### src/rtl/forwarding_scoreboard.sv
// rtl/forwarding_scoreboard.sv - in-flight destination scoreboard with forward select and load-use stall
module forwarding_scoreboard #(
  parameter int N          = 5,
  parameter int DEPTH      = 3,
  parameter int NSRC       = 2,
  parameter int LOAD_STAGE = 1,
  parameter int CW         = 16,
  localparam int SELW      = $clog2(DEPTH + 1)
) (
  input  logic                 clk,
  input  logic                 rst,
  input  logic                 issue_valid,
  input  logic [N-1:0]         issue_rd,
  input  logic                 issue_we,
  input  logic                 issue_is_load,
  input  logic                 flush,
  input  logic [NSRC*N-1:0]    rs_add,
  output logic [NSRC*SELW-1:0] fwd_sel,
  output logic                 stall,
  output logic [CW-1:0]        stall_count
);

  // Entry 0 is the youngest in-flight instruction; entries age by one slot per cycle.
  logic [DEPTH-1:0] valid_q, valid_d;
  logic [DEPTH-1:0] ld_q, ld_d;
  logic [N-1:0]     rd_q [DEPTH];
  logic [N-1:0]     rd_d [DEPTH];
  logic [CW-1:0]    cnt_q, cnt_d;

  logic [SELW-1:0]  src_sel [NSRC];
  logic [NSRC-1:0]  src_ld_hit;
  logic             capture;

  // Youngest-match search per source; scanning oldest-to-youngest lets the youngest hit win.
  always_comb begin
    for (int s = 0; s < NSRC; s++) begin
      src_sel[s]    = '0;
      src_ld_hit[s] = 1'b0;
      for (int i = DEPTH - 1; i >= 0; i--) begin
        if (valid_q[i] && (rd_q[i] == rs_add[s*N +: N]) && (rs_add[s*N +: N] != '0)) begin
          src_sel[s]    = SELW'(i + 1);
          src_ld_hit[s] = ld_q[i] && (i < LOAD_STAGE);
        end
      end
    end
  end

  // Pack per-source selects and raise the load-use stall unless a flush is killing the pipe.
  always_comb begin
    fwd_sel = '0;
    for (int s = 0; s < NSRC; s++) begin
      fwd_sel[s*SELW +: SELW] = src_sel[s];
    end
    stall = (|src_ld_hit) && !flush;
  end

  assign capture     = issue_valid && issue_we && (issue_rd != '0) && !stall && !flush;
  assign stall_count = cnt_q;

  // Next state: shift the pipe, insert the issuing writer or a bubble, count stalls with saturation.
  always_comb begin
    valid_d  = '0;
    ld_d     = '0;
    for (int i = 0; i < DEPTH; i++) begin
      rd_d[i] = rd_q[i];
    end
    valid_d[0] = capture;
    ld_d[0]    = capture && issue_is_load;
    rd_d[0]    = issue_rd;
    for (int i = 1; i < DEPTH; i++) begin
      valid_d[i] = valid_q[i-1];
      ld_d[i]    = ld_q[i-1];
      rd_d[i]    = rd_q[i-1];
    end
    if (flush) begin
      valid_d = '0;
    end
    cnt_d = cnt_q;
    if (stall && (cnt_q != {CW{1'b1}})) begin
      cnt_d = cnt_q + CW'(1);
    end
  end

  // State registers; reset discards every in-flight entry and the stall count.
  always_ff @(posedge clk or posedge rst) begin
    if (rst) begin
      valid_q <= '0;
      ld_q    <= '0;
      cnt_q   <= '0;
      for (int i = 0; i < DEPTH; i++) begin
        rd_q[i] <= '0;
      end
    end else begin
      valid_q <= valid_d;
      ld_q    <= ld_d;
      cnt_q   <= cnt_d;
      for (int i = 0; i < DEPTH; i++) begin
        rd_q[i] <= rd_d[i];
      end
    end
  end

endmodule

### config.mk
export PLATFORM = sky130hd
export DESIGN_NAME = forwarding_scoreboard
export DESIGN_NICKNAME = d
export VERILOG_FILES = /design/src/rtl/forwarding_scoreboard.sv
export SDC_FILE = /design/constraint.sdc
export NUM_CORES = 1
export LEC_CHECK = 0
export CAP_MARGIN = 20
export CORE_ASPECT_RATIO = 0.8
export CORE_UTILIZATION = 41
export CTS_CLUSTER_SIZE = 16
export DETAILED_ROUTE_END_ITERATION = 6
export MAX_ROUTING_LAYER = met4
export PLACE_DENSITY = 0.72
export SLEW_MARGIN = 20
export SYNTH_ARGS = -nofsm -noshare
export SYNTH_HDL_FRONTEND = slang
export SYNTH_SLANG_ARGS = --single-unit
### constraint.sdc
create_clock -name clk -period 6.1 [get_ports clk]
set_input_delay 1.83 -clock clk [delete_from_list [all_inputs] [get_ports clk]]
set_output_delay 1.83 -clock clk [all_outputs]
set_load 0.005 [all_outputs]
==> results.ini <==
[critical_path]
critical_path_class=in2out
crit_required_ns=4.27
reg2reg_depth=6
crit_arrival_ns=4.08
rrSetupSlack_ns=4.10
path_common_cell=clkdlybuf4s50_1
critical_path.max_fanout=4
r2r_end=stall_count[13]
cp-end-kind=output pin
timing.rr.start=stall_count[3]
critPathMaxStageDelay_ns=0.59
cp-startpoint=rs_add[0]
crit_path_cell_trace=clkdlybuf4s50_1 -> or4_1 -> nor2_2 -> nor4_2 -> or2_1 -> and2_2 -> clkdlybuf4s50_1
critPathSlowestCell=or4_1
critPathLaunchType=input pin

[placement]
place_hpwl_um=2930
numPortBuffers=41
gp_congestion=0.918
placed_cell_area_um2=2230
preCtsSetupSlack_ns=0.210
dpl.cell_count=254

[drt]
drc_errors=0
drt_iter0_drc=98
ant_nets=0
viasPerCell=5.01
wirelength_um=3800
first_pass_iters=4
vias=1313
wl_per_cell_um=14.5

[global_route]
grtUsageMet3_pct=5.65
grt_usage_pct=20.3
grtUsageMet1_pct=28.2
use_met2_pct=29.7
grt_max_degree=36
gr-total-overflow=0
grt_pass1_vias=1331
busiest_layer=met2
grt_pass1_wl_um=6420
antenna_found_initial=0

[yosys]
synth.area.top_cells=dfrtp_1, xnor2_1, xor2_1, nand4_1, nor2_1
synth.distinct_cells=30
synth_ff_type=dfrtp_1
ys_ff_latch=35
synth_most_common_cell=dfrtp_1
synthCells=156
synth-edff-count=0
synth_common_cells=dfrtp_1, xnor2_1, xor2_1
yosysSeqAreaShare_pct=50.2
synth_top_area_share_pct=50.2
async_flop_share_pct=100
synthesis.nets=178
synth.cell_area_um2=1740
synth_area_per_cell_um2=11.2
yosysTopAreaCell=dfrtp_1
yosysWarnings=0

[power]
ir_drop_v=0.000136
powerDensity_nw_per_um2=192
finalPower_w=0.000445
p_leak_nw=0.983

[floorplanning]
fp.dieH_um=60.3
io_pins=42
die_w_um=74.9
std_cell_rows=20
initial_core_util_pct=44.4
coreArea_um2=3930
die_area_um2=4520

[clock_tree]
cts_buffer_depth=2
clk_latency_ns=0.28
cts_made_buffers=5
cts.sinks=35
post_cts_resized=0
ctsHoldBuffers=0
clock_tree.root_cell=clkbuf_8
cts_tree=yes
clk_pin_slew_ns=0.07
htreeDepth=2
post-cts-setup-buffers=0

[timing]
period_share_pct=96.9
timing.final.ws_setup_ns=0.191
setup_tns_ns=0
slew_headroom_pct=69.6
rsz0062_at_grt=false
finalHoldViolations=0
fmax_mhz=169
finalSetupViolCount=0
fin_skew_ns=0.00644
drv_slew=0
min_period_ns=5.91
tightest_slew_ns=0.456

[hold_path]
holdPathEnd=rd_d[2]
min_path_cells=0
hp-start=rd_d[7]
hold_path_class=reg2reg

[final_layout]
fillCellCount=329
final_cell_area_um2=2320
area_delta_synth_final_pct=32.9
drive_gt1_share_pct=10.6
fin_nets=228
stdcell_count=262
antenna_cells=0

[status]
outcome=finished clean

[flow_run]
max-cap-violations=0

==> power breakdown <==
| part | internal [W] | switching, W | leakage [nW] |
|---|---|---|---|
| registers | 0.000238 | 0.00000673 | 0.453 |
| logic | 0.0000250 | 0.0000199 | 0.483 |
| clock network | 0.0000779 | 0.0000772 | 0.0477 |
==> critical path: cells and delay by family <==
| family | cells | cell delay, ns |
|---|---|---|
| buf+inv | 2 | 0.94 |
| simple gates | 5 | 1.31 |
==> placed cells by master, fill, tap and decap left out, types with 2 or more instances in the layout <==
master / Yosys / final
nand3_1: 6 / 6
buf_4: 0 / 3
inv_1: 3 / 3
nor2b_1: 5 / 5
xor2_1: 21 / 21
and3_1: 2 / 2
nor4_2: 2 / 2
or2_2: 2 / 2
clkdlybuf4s50_1: 0 / 41
clkbuf_8: 0 / 5
nand2_1: 5 / 5
nor2_1: 9 / 9
nor2_2: 2 / 2
clkinv_2: 0 / 3
nand2b_1: 2 / 2
xnor2_1: 24 / 24
dfrtp_1: 35 / 35
nor3_1: 6 / 6
or4_1: 4 / 4
nand4_1: 11 / 11
nor4_1: 4 / 4
==> cells by family after synthesis <==
| family | after synthesis | synth area share (%) |
|---|---|---|
| compound gates | 4 | 2.37 |
| xor+xnor | 45 | 22.6 |
| fa+ha+maj | 1 | 0.717 |
| buf+inv | 4 | 1.29 |
| flops | 35 | 50.2 |
| mux | 1 | 0.646 |
| simple gates | 66 | 22.2 |
==> metal layers <==
layer  vias up  part of all wire, %
met1       629                   47
met5         -                    0
met4         0                 0.55
li1        637                    -
met2        44                   46
met3         3                  6.2
==> registers in the layout (all words and copies together) (netlist names) <==
signal / flops
valid_q: 3
ld_q: 1
rd_d: 10
stall_count: 16
rd_q: 5
==> metrics by stage <==
stage	util, %	hold slack (ns)
floorplan	-	0.409
global placement	56.9	0.433
detailed placement	56.9	0.434
CTS	59.0	0.442
global route	59.0	0.454
finish	59.0	0.439
==> final cells by class <==
type | instances | area, um^2 | area share, %
well taps | 55 | 68.8 | 2.97
inverters | 3 | 11.3 | 0.486
repair buffers | 44 | 433 | 18.7
clock inverters | 3 | 15.0 | 0.648
clock buffers | 5 | 68.8 | 2.97
multi-input cells | 117 | 846 | 36.5
flip-flops and latches | 35 | 876 | 37.8
==> worst max-delay path by stage <==
stage | to | slack [ns] | cells past startpoint
floorplan | stall | 1.16 | 6
global placement | stall | 0.26 | 7
detailed placement | stall | 0.21 | 7
CTS | stall | 0.19 | 7
global route | stall | 0.11 | 7
finish | stall | 0.19 | 7
(Power assumes the default switching activity.)
